### config.mk
export PLATFORM = sky130hd
export DESIGN_NAME = uart_tx_pull
export DESIGN_NICKNAME = d
export VERILOG_FILES = /design/src/rtl/uart_tx_pkg.sv /design/src/rtl/uart_tx_buf.sv /design/src/rtl/uart_tx_pull.sv
export SDC_FILE = /design/constraint.sdc
export NUM_CORES = 1
export LEC_CHECK = 0
export ABC_AREA = 1
export BUFFER_PORTS_ARGS = -buffer_cell sky130_fd_sc_hd__buf_4
export CAP_MARGIN = 40
export CORE_MARGIN = 2
export CORE_UTILIZATION = 45
export CTS_CLUSTER_SIZE = 16
export DETAILED_ROUTE_END_ITERATION = 6
export SKIP_CTS_REPAIR_TIMING = 1
export SYNTH_ARGS = -nofsm -noshare
export SYNTH_HDL_FRONTEND = slang
export SYNTH_SLANG_ARGS = --single-unit
export TNS_END_PERCENT = 1
### constraint.sdc
create_clock -name CLK -period 2.9 [get_ports CLK]
set_input_delay 0.58 -clock CLK [delete_from_list [all_inputs] [get_ports CLK]]
set_output_delay 0.58 -clock CLK [all_outputs]
set_load 0.005 [all_outputs]
### src/rtl/uart_tx_pkg.sv
// Shared definitions for the pull-mode UART transmitter: FSM state encoding
// and a constant-width helper.
package uart_tx_pkg;

  typedef enum logic [1:0] {
    ST_IDLE  = 2'd0,
    ST_START = 2'd1,
    ST_DATA  = 2'd2,
    ST_STOP  = 2'd3
  } state_t;

  // Number of bits needed to hold values 0 .. value-1.
  function automatic int clog2(input int value);
    int result;
    int v;
    result = 0;
    v = value - 1;
    while (v > 0) begin
      result = result + 1;
      v = v >> 1;
    end
    return result;
  endfunction

endpackage

### src/rtl/uart_tx_buf.sv
// Small circular queue between the upstream FIFO and the transmitter, plus the
// registered pull credit that keeps outstanding requests from overflowing it.
module uart_tx_buf
  import uart_tx_pkg::*;
#(
  parameter int BW    = 8,
  parameter int DEPTH = 4,
  localparam int AW   = clog2(DEPTH)
) (
  input  logic          CLK,
  input  logic          RSTX,
  input  logic          push,
  input  logic [BW-1:0] din,
  input  logic          pop,
  output logic [BW-1:0] dout,
  output logic [AW:0]   count,
  output logic          ovf,
  output logic          pull
);

  logic [BW-1:0] mem [DEPTH];
  logic [AW:0]   wptr;
  logic [AW:0]   rptr;
  logic          p1;
  logic          p2;
  logic          full;
  logic [AW+1:0] credit_sum;

  assign count = wptr - rptr;
  assign full  = (count == (AW+1)'(DEPTH));
  assign dout  = mem[rptr[AW-1:0]];

  // Words already buffered plus every pull whose reply may still arrive.
  assign credit_sum = (AW+2)'(count) + (AW+2)'(p1) + (AW+2)'(p2) + (AW+2)'(pull);

  always_ff @(posedge CLK) begin
    if (push && !full) begin
      mem[wptr[AW-1:0]] <= din;
    end
  end

  always_ff @(posedge CLK or negedge RSTX) begin
    if (!RSTX) begin
      wptr <= '0;
      rptr <= '0;
      ovf  <= 1'b0;
      pull <= 1'b0;
      p1   <= 1'b0;
      p2   <= 1'b0;
    end else begin
      if (push) begin
        if (full) begin
          ovf <= 1'b1;
        end else begin
          wptr <= wptr + (AW+1)'(1);
        end
      end
      if (pop && (count != '0)) begin
        rptr <= rptr + (AW+1)'(1);
      end
      p1   <= pull;
      p2   <= p1;
      pull <= (credit_sum < (AW+2)'(DEPTH));
    end
  end

endmodule

### src/rtl/uart_tx_pull.sv
// UART transmitter that pulls words from an upstream FIFO, buffers them locally
// and sends each as start bit, BW data bits LSB first, and one stop bit.
module uart_tx_pull
  import uart_tx_pkg::*;
#(
  parameter int BW    = 8,
  parameter int DIV   = 16,
  parameter int DEPTH = 4
) (
  input  logic          CLK,
  input  logic          RSTX,
  output logic          DIPULL,
  input  logic          DIPUSH,
  input  logic [BW-1:0] DIN,
  output logic          TXD,
  output logic          BUSY,
  output logic          OVF
);

  localparam int AW = clog2(DEPTH);
  localparam int CW = clog2(DIV);
  localparam int IW = (clog2(BW) > 0) ? clog2(BW) : 1;

  state_t        state;
  logic [CW-1:0] cnt;
  logic [IW-1:0] bitidx;
  logic [BW-1:0] shreg;
  logic [BW-1:0] head;
  logic [AW:0]   count;
  logic          empty;
  logic          bit_end;
  logic          pop;

  uart_tx_buf #(
    .BW    (BW),
    .DEPTH (DEPTH)
  ) u_buf (
    .CLK   (CLK),
    .RSTX  (RSTX),
    .push  (DIPUSH),
    .din   (DIN),
    .pop   (pop),
    .dout  (head),
    .count (count),
    .ovf   (OVF),
    .pull  (DIPULL)
  );

  assign empty   = (count == '0);
  assign bit_end = (cnt == CW'(DIV - 1));

  // The head word is taken either from idle or at the last stop-bit cycle,
  // which lets consecutive frames run with no gap.
  assign pop = !empty && ((state == ST_IDLE) || ((state == ST_STOP) && bit_end));

  always_ff @(posedge CLK or negedge RSTX) begin
    if (!RSTX) begin
      state  <= ST_IDLE;
      cnt    <= '0;
      bitidx <= '0;
      shreg  <= '0;
      TXD    <= 1'b1;
      BUSY   <= 1'b0;
    end else begin
      BUSY <= (state != ST_IDLE) || !empty;
      cnt  <= bit_end ? '0 : cnt + CW'(1);
      case (state)
        ST_IDLE: begin
          TXD <= 1'b1;
          cnt <= '0;
          if (pop) begin
            shreg <= head;
            state <= ST_START;
            TXD   <= 1'b0;
          end
        end
        ST_START: begin
          if (bit_end) begin
            state  <= ST_DATA;
            bitidx <= '0;
            TXD    <= shreg[0];
          end
        end
        ST_DATA: begin
          if (bit_end) begin
            if (bitidx == IW'(BW - 1)) begin
              state <= ST_STOP;
              TXD   <= 1'b1;
            end else begin
              bitidx <= bitidx + IW'(1);
              shreg  <= shreg >> 1;
              TXD    <= shreg[1];
            end
          end
        end
        ST_STOP: begin
          if (bit_end) begin
            if (pop) begin
              shreg <= head;
              state <= ST_START;
              TXD   <= 1'b0;
            end else begin
              state <= ST_IDLE;
              TXD   <= 1'b1;
            end
          end
        end
        default: begin
          state <= ST_IDLE;
          TXD   <= 1'b1;
        end
      endcase
    end
  end

endmodule

==> results of run 1 <==
[layout by cell type (no fill, tap or decap)]
master and count:
or2_2 1, o21ai_2 1, fa_1 2, inv_1 21, inv_2 2, nor3_1 2, ha_1 16, nand2_1 83
a32o_1 2, edfxtp_1 32, nand3_4 1, dfstp_2 1, clkinvlp_4 1, o21ai_0 6, nand2_4 2, inv_6 5
nand3_1 36, clkbuf_8 9, buf_4 18, a311oi_1 1, xor2_1 4, nor2_1 12, dfrtp_1 28, a21oi_4 2
a21oi_1 7, inv_8 1, a31o_2 1, nand2_2 3
[metrics by stage]
step | cell area [sq um] | worst slack, ns | utilization, %
final | 3221 | 0.3513 | 53.76
after floorplan | 2831 | 0.6195 | -
after global routing | 3221 | 0.1036 | 53.76
after detailed placement | 3034 | 0.3166 | 50.65
after global placement | 3034 | 0.4569 | 50.65
after CTS | 3221 | 0.3116 | 53.76
[power by group]
part	switching [mW]	internal (mW)	leakage, nW
clock	0.397	0.331	0.0936
combinational	0.260	0.159	0.692
sequential	0.0568	1.07	0.644
total	0.714	1.56	1.43
[cell type report]
| type | count | area share [%] |
|---|---|---|
| timing repair buffer | 18 | 4.196 |
| multi-input combinational | 182 | 32.01 |
| tap | 75 | 2.914 |
| inverter | 23 | 2.681 |
| sequential | 61 | 52.41 |
| clock inverter | 7 | 1.943 |
| clock buffer | 9 | 3.846 |
[sequential cells by signal, indices dropped and copies added, names as in the netlist]
register,flops
BUSY,1
u_buf.ovf,1
u_buf.p1,1
u_buf.mem,32
u_buf.wptr,3
bitidx,3
state,2
TXD,1
shreg,8
u_buf.rptr,3
u_buf.p2,1
cnt,4
u_buf.pull,1
[cells by family after synthesis]
logic type                 share of synthesized area [%]
and+or+nand+nor                                    21.61
xor gates and xnor gates                           1.237
AOI/OAI and AO/OA                                  5.082
buffers and inverters                              3.977
adders and majority gates                          8.484
DFF                                                59.61
[how the worst max path moves through the flow]
stage                     slack (ns)  cells after the start         endpoint
after floorplan                 0.62                     12  u_buf.mem[3][0]
after global placement          0.46                     12  u_buf.mem[1][1]
after detailed placement        0.32                     12  u_buf.mem[1][1]
after CTS                       0.31                     12  u_buf.mem[1][4]
after global routing            0.10                     12  u_buf.mem[1][4]
final                           0.35                     12  u_buf.mem[1][4]
[metal layers]
layer | up-vias | GRT usage (%)
li1 | 950 | -
met1 | 845 | 24.66
met2 | 29 | 24.27
met3 | 7 | 3.877
met4 | 0 | 7.154
met5 | - | 0
[synth_stat cells (3+ instances only)]
| library cell | count |
|---|---|
| a21oi_1 | 7 |
| o21ai_0 | 6 |
| dfrtp_1 | 28 |
| inv_1 | 21 |
| nand2_2 | 3 |
| xor2_1 | 4 |
| nand2_1 | 83 |
| edfxtp_1 | 32 |
| ha_1 | 16 |
| nand3_1 | 36 |
| buf_2 | 3 |
| nor2_1 | 12 |
[critical path, delay by kind of cell (launching register included)]
family | cells | cell delay [ns]
AND/OR/NAND/NOR | 7 | 0.96
flip-flops | 1 | 0.38
adder cells (fa/ha/maj) | 2 | 0.59
buffers and inverters | 3 | 0.25
==> reports/metrics.csv, run 1 <==
stage;metric;value;unit
floorplanning;die height;83.33;um
power;worst ir drop on vdd;0.5429;mV
power;final total power;2.271;mW
sta;Clock Skew;0.01186;ns
place;PortBufs;14;
floorplanning;die area;0.006943;sq mm
floorplanning;core area;0.005991;sq mm
critical_path;slowest CP cell;nor2_1;
floorplanning;num ports;15;
detailed_routing;wire length on met1;2.698;mm
final_layout;multi-input logic area;0.001031;sq mm
sta;RSZ-0062 raised after global routing;no;
critical_path;crit-path max FO;8;
synth;number of synthesized flops with an enable pin;32;
critical_path;CP Capture Type;flop;
clock_network;cts bufs inserted;9;
global_route;vias in the first global route;1851;
synth;Yosys top cell by area;edfxtp_1;
sta;post-route setup TNS;0;ns
clock_network;deepest clock path buffer count;2;
synth;Synth area leaders;edfxtp_1, dfrtp_1, nand2_1;
global_route;grt total ovfl;0;
sta;Slew HR;59.00;%
critical_path;WP data required;2.88;ns
global_route;largest net degree at the start of global routing;30;
synth;Post-synth ARST share;47.54;%
critical_path;CP startpoint kind;flop;
place;gpl congestion;0.7408;
critical_path;CP max stage delay;0.50;ns
sta;Final min period;2.549;ns
critical_path;R2R Setup Slk;0.35;ns
detailed_routing;met2 routed WL;2.266;mm
sta;Worst-Margin Slew;0.6128;ns
sta;Fin. Hold Viols;0;
detailed_routing;DR pass1 iterations;4;
critical_path;worst setup path startpoint;u_buf.wptr[0];
synth;Yosys top cell area share;33.94;%
clock_network;CTS tree;yes;
synth;Distinct cells, synth;26;
sta;Fmax;392.4;MHz
global_route;first-pass GRT wire length;9.087;mm
detailed_routing;drt drc;0;
detailed_routing;initial drt markers;89;
critical_path;Crit Path Category;reg2reg;
final_layout;register area;0.001688;sq mm
synth;cell area after synthesis;0.002831;sq mm
synth;Mapped Avg Cell Area;10.45;sq um
synth;Gate Count Post-Synth;271;
detailed_routing;DR top layer;met4;
detailed_routing;Vias/cell;4.883;
synth;Synthesis Warnings;0;
final_layout;Final nets;324;
clock_network;clock sink count;61;
global_route;Overall Global Routing Usage;16.91;%
floorplanning;Die X-Extent;83.33;um
final_layout;non-filler instance count after layout;375;
detailed_routing;final wirelength;5.226;mm
final_layout;antenna cell count;0;
sta;final period utilization;87.89;%
sta;Final setup viols;0;
critical_path;cells along the critical path;inv_1, ha_1, fa_1, inv_1, nand2_1, nand2_1, nand2_1, nand2_1, inv_1, nand2_1, nand2_2, nor2_1;
detailed_routing;Antenna Nets Post-Route;0;
place;placed insts;359;
final_layout;share of cells above drive strength 1;16.00;%
sta;hold slack;0.1382;ns
place;hpwl dp;3.679;mm
global_route;initial antenna violation count;0;
critical_path;r2r endpoint;u_buf.mem[1][4];
outcome;status;finished clean;
critical_path;Reg2Reg Depth;12;
critical_path;RR Startpoint;u_buf.wptr[0];
sta;max-slew violations;0;
detailed_routing;average wire per standard cell;13.94;um
hold_path;Hold Crit Class;in2async;
synth;Post-Syn Nets;300;
clock_network;Skew-Pair Late Insertion Delay;0.35;ns
flow_run;max cap viols;0;
clock_network;Reg clk slew, reported paths;0.09;ns
floorplanning;starting density of the core;47.26;%
power;P per Cell Area;705.0;mW/mm^2
synth;sequential area share after synthesis;59.61;%
power;static leakage;1.430;nW
floorplanning;Cell Rows;28;
detailed_routing;Met3 Wirelength;166;um
final_layout;Layout area overhead;13.74;%
critical_path;CP arrival;2.53;ns
clock_network;clock root buffer;clkbuf_8;
final_layout;# fillers;527;
synth;Synth Flop Type;edfxtp_1;
clock_network;H-tree levels;3;
detailed_routing;vias;1831;
critical_path;most frequent CP cell;nand2_1;
synth;#FFs+latches synth;61;
Power figures use the tool's default switching activity.
==> run 2, diff against run 1 <==
Settings changed: REMOVE_ABC_BUFFERS set to 1, SKIP_LAST_GASP set to 1.
==> reports/metrics.csv, run 2 (synthesis gave the netlist of run 1 again) <==
stage;metric;value;unit
floorplanning;core area;0.005991;sq mm
clock_network;Skew-Pair Late Insertion Delay;0.34;ns
clock_network;Reg clk slew, reported paths;0.08;ns
final_layout;Layout area overhead;13.21;%
floorplanning;Cell Rows;28;
floorplanning;die area;0.006943;sq mm
critical_path;CP max stage delay;0.49;ns
power;Sw Pwr;0.7062;mW
critical_path;cells along the critical path;inv_1, ha_1, fa_1, inv_1, nand2_1, nand2_1, nand2_1, nand2_1, inv_1, nand2_1, nand2_2, nor2_1;
final_layout;# fillers;540;
sta;Fmax;390.1;MHz
flow_run;max cap viols;0;
final_layout;non-filler instance count after layout;373;
detailed_routing;average wire per standard cell;14.03;um
critical_path;R2R Setup Slk;0.34;ns
sta;max-slew violations;0;
global_route;vias in the first global route;1817;
power;Clock Power Share;31.6;%
critical_path;CP arrival;2.54;ns
sta;Fin. Hold Viols;0;
final_layout;most common cell after layout, fill and taps aside;nand2_1;
global_route;largest net degree at the start of global routing;30;
power;static leakage;1.419;nW
sta;final period utilization;88.40;%
clock_network;clock root buffer;clkbuf_8;
clock_network;deepest clock path buffer count;2;
critical_path;slowest CP cell;nor2_1;
global_route;initial antenna violation count;0;
detailed_routing;drt drc;0;
sta;Worst-Margin Slew;0.5875;ns
power;Comb pwr share;18.3;%
critical_path;CP Capture Type;flop;
critical_path;RR Startpoint;u_buf.wptr[0];
sta;hold slack;0.1460;ns
critical_path;Reg2Reg Depth;12;
detailed_routing;vias;1831;
final_layout;Final nets;322;
global_route;grt total ovfl;0;
place;hpwl dp;3.815;mm
global_route;Overall Global Routing Usage;16.36;%
sta;Clock Skew;0.01496;ns
final_layout;max FFs per register;32;
final_layout;most frequent cells in the layout;nand2_1, nand3_1, edfxtp_1, dfrtp_1, inv_1;
power;Reg power frac;50.2;%
place;gpl congestion;0.7743;
final_layout;share of cells above drive strength 1;15.44;%
final_layout;final core occ;53.51;%
power;worst ir drop on vdd;0.4522;mV
sta;Final min period;2.563;ns
critical_path;WP data required;2.88;ns
floorplanning;num ports;15;
critical_path;CP startpoint kind;flop;
clock_network;CTS tree;yes;
detailed_routing;initial drt markers;128;
sta;crit path setup slack, layout;0.3365;ns
power;final total power;2.256;mW
place;placed insts;357;
place;PortBufs;14;
detailed_routing;final wirelength;5.233;mm
clock_network;cts bufs inserted;9;
global_route;first-pass GRT wire length;8.783;mm
power;P per Cell Area;703.7;mW/mm^2
final_layout;antenna cell count;0;
floorplanning;starting density of the core;47.26;%
detailed_routing;Vias/cell;4.909;
final_layout;cell area after layout;0.003206;sq mm
critical_path;most frequent CP cell;nand2_1;
sta;Final setup viols;0;
floorplanning;Die X-Extent;83.33;um
place;Cell Area, Placed;0.003019;sq mm
outcome;status;finished clean;
sta;post-route setup TNS;0;ns
power;Cell Int Power;1.550;mW
hold_path;Hold Crit Class;in2async;
detailed_routing;DR pass1 iterations;4;
place;Post-Place Setup Slack;0.3369;ns
critical_path;Crit Path Category;reg2reg;
sta;RSZ-0062 raised after global routing;no;
critical_path;r2r endpoint;u_buf.mem[2][4];
clock_network;clock sink count;61;
critical_path;crit-path max FO;8;
floorplanning;die height;83.33;um
power;Switching Share;31.30;%
clock_network;H-tree levels;3;
sta;Slew HR;60.69;%
detailed_routing;Antenna Nets Post-Route;0;
run 2: cell count changes in the layout (fill, tap and decap cells not counted):
| cell | previous run | this run |
|---|---|---|
| inv_6 | 5 | 4 |
| buf_4 | 18 | 16 |
| clkinv_4 | 0 | 1 |
run 2: final cells by class:
class / count / area (sq um) / share of cell area [%]
well taps: 75 / 93.84 / 2.927
clock buffers: 9 / 123.9 / 3.864
inverters: 23 / 86.33 / 2.693
repair buffers: 16 / 120.1 / 3.747
multi-input cells: 182 / 1031 / 32.16
clock inverters: 7 / 62.56 / 1.952
flip-flops and latches: 61 / 1688 / 52.65
run 2: power groups by stage:
stage / Combinational (mW) / Clock [mW] / Sequential, mW
5_1_grt: 0.487 / 0.772 / 1.14
3_5_place_dp: 0.417 / 0 / 1.15
6_report: 0.412 / 0.712 / 1.13
4_1_cts: 0.419 / 0.730 / 1.13
3_3_place_gp: 0.403 / 0 / 1.15
2_1_floorplan: 0.276 / 0 / 1.13
run 2: layer usage:
metal  wire, um  track usage (%)
met4         46            5.365
met2       2295            22.87
met3        156            5.070
met1       2734            24.23
met5          0                0
run 2: critical path, delay by kind of cell, from the launching register on:
kind / cells / cell delay (ns)
flip-flops: 1 / 0.38
adder cells (fa/ha/maj): 2 / 0.60
buffers and inverters: 3 / 0.26
AND/OR/NAND/NOR: 7 / 0.97
run 2: worst max path at each step:
| stage | startpoint | cells past startpoint | slack, ns | end |
|---|---|---|---|---|
| after floorplan | u_buf.rptr[0] | 11 | 0.44 | u_buf.mem[3][0] |
| after global placement | u_buf.wptr[0] | 12 | 0.44 | u_buf.mem[2][5] |
| after detailed placement | u_buf.wptr[0] | 12 | 0.34 | u_buf.mem[2][7] |
| after CTS | u_buf.wptr[0] | 12 | 0.33 | u_buf.mem[2][4] |
| after global routing | u_buf.wptr[0] | 12 | 0.11 | u_buf.mem[0][0] |
| final | u_buf.wptr[0] | 12 | 0.34 | u_buf.mem[2][4] |
==> run 3, diff against run 2 <==
Settings changed: CORE_UTILIZATION 45 to 30.
Clock period 2.9 ns to 2.3 ns, I/O delays scaled along.
==> reports/metrics.csv, run 3 (synthesis gave the netlist of run 1 again) <==
stage;metric;value;unit
clock_network;Skew-Pair Late Insertion Delay;0.34;ns
sta;Slew HR;73.88;%
final_layout;Layout area overhead;18.29;%
global_route;initial antenna violation count;0;
place;Post-Place Setup Slack;0.04159;ns
place;hpwl dp;3.498;mm
sta;max-slew violations;0;
final_layout;# fillers;928;
final_layout;antenna cell count;0;
outcome;status;finished clean;
power;worst ir drop on vdd;0.4122;mV
power;static leakage;1.461;nW
critical_path;critical path's top delay family;adder cells;
clock_network;clock root buffer;clkbuf_8;
critical_path;Crit Path Category;reg2reg;
global_route;Overall Global Routing Usage;11.11;%
sta;Final min period;2.163;ns
hold_path;Hold Crit Class;in2async;
final_layout;Final nets;329;
clock_network;H-tree levels;3;
sta;hold slack;0.03295;ns
final_layout;most common cell after layout, fill and taps aside;nand2_1;
final_layout;final core occ;36.42;%
sta;crit path setup slack, layout;0.1366;ns
final_layout;share of cells above drive strength 1;19.02;%
floorplanning;num ports;15;
detailed_routing;Antenna Nets Post-Route;0;
detailed_routing;vias;1875;
floorplanning;core area;0.009196;sq mm
place;PortBufs;14;
floorplanning;Die X-Extent;101.2;um
power;P per Cell Area;885.7;mW/mm^2
clock_network;cts bufs inserted;9;
critical_path;WP data required;2.35;ns
sta;Final setup viols;0;
global_route;grt total ovfl;0;
sta;Fin. Hold Viols;0;
critical_path;cells along the critical path;inv_2, ha_1, fa_2, inv_1, nand2_1, nand2_1, nand2_1, nand2_1, inv_1, nand2_2, nand2_4, nor2_1, buf_6;
critical_path;most frequent CP cell;nand2_1;
global_route;vias in the first global route;1819;
final_layout;non-filler instance count after layout;416;
floorplanning;Cell Rows;35;
flow_run;max cap viols;0;
final_layout;max FFs per register;32;
critical_path;CP max stage delay;0.38;ns
final_layout;register area;0.001688;sq mm
clock_network;clock sink count;61;
sta;final period utilization;94.06;%
sta;Fmax;462.2;MHz
clock_network;CTS tree;yes;
critical_path;CP bufs+invs;4;
sta;Worst-Margin Slew;0.3918;ns
detailed_routing;final wirelength;5.132;mm
detailed_routing;drt drc;0;
global_route;first-pass GRT wire length;8.652;mm
critical_path;CP Capture Type;flop;
detailed_routing;DR pass1 iterations;4;
global_route;largest net degree at the start of global routing;30;
floorplanning;die height;101.2;um
critical_path;slowest CP cell;dfrtp_1;
final_layout;multi-input logic area;0.001049;sq mm
clock_network;Reg clk slew, reported paths;0.07;ns
place;gpl congestion;0.7535;
critical_path;CP startpoint kind;flop;
critical_path;CP arrival;2.22;ns
final_layout;most frequent cells in the layout;nand2_1, nand3_1, edfxtp_1, dfrtp_1, inv_1;
sta;Clock Skew;0.006355;ns
place;placed insts;399;
floorplanning;die area;0.01023;sq mm
detailed_routing;Vias/cell;4.507;
critical_path;crit-path max FO;8;
clock_network;deepest clock path buffer count;2;
detailed_routing;initial drt markers;64;
detailed_routing;average wire per standard cell;12.34;um
floorplanning;starting density of the core;30.79;%
run 3: cell count changes in the layout (fill, tap and decap cells not counted), sizes merged:
cell,previous run,this run
clkbuf,9,10
clkinv,1,3
bufinv,0,1
buf,16,23
inv,28,24
run 3: final cells by class:
class	count	share of cell area (%)
Tap cell	111	4.146
Clock buffer	10	3.810
Multi-Input combinational cell	182	31.30
Inverter	23	2.578
Sequential cell	61	50.39
Clock inverter	6	2.167
Timing Repair Buffer	23	5.603
run 3: worst paths after layout:
check,start,slack [ns],cells after the start,end
max in group asynchronous,RSTX,1.94,1,TXD
min in group CLK,DIN[4],0.32,1,u_buf.mem[0][4]
max,u_buf.wptr[0],0.14,13,u_buf.mem[0][6]
max reg2reg,u_buf.wptr[0],0.14,13,u_buf.mem[0][6]
min,RSTX,0.03,1,shreg[6]
min reg2reg,u_buf.p1,0.38,0,u_buf.p2
run 3: stage by stage:
step / power, mW / area (sq um) / setup TNS [ns]
2_1_floorplan: 1.770 / 2805 / -4.246
3_3_place_gp: 1.959 / 3109 / 0
3_5_place_dp: 1.987 / 3109 / 0
4_1_cts: 2.943 / 3309 / 0
5_1_grt: 3.149 / 3349 / -0.1747
6_report: 2.966 / 3349 / 0
run 3: per-layer routing:
metal	global-route usage [%]	wire [um]	part of all wire (%)	vias up
met5	0	0	0	-
met4	3.430	57	1.1	0
met3	4.210	181	3.5	8
met2	17.52	2445	48	24
met1	14.25	2448	48	882
li1	-	-	-	961
run 3: power by group:
group | switching [mW] | leakage [nW] | total [mW] | internal (mW)
clock network | 0.436 | 0.0971 | 0.945 | 0.509
logic | 0.364 | 0.720 | 0.612 | 0.248
registers | 0.0649 | 0.644 | 1.41 | 1.34
total | 0.865 | 1.46 | 2.97 | 2.10
run 3: worst reg2reg max path, cell delays in order, from the launching register on:
cell	delay, ns
dfrtp_1	0.38
inv_2	0.07
ha_1	0.21
fa_2	0.36
inv_1	0.06
nand2_1	0.06
nand2_1	0.06
nand2_1	0.04
nand2_1	0.09
inv_1	0.09
nand2_2	0.08
nand2_4	0.09
nor2_1	0.13
buf_6	0.16
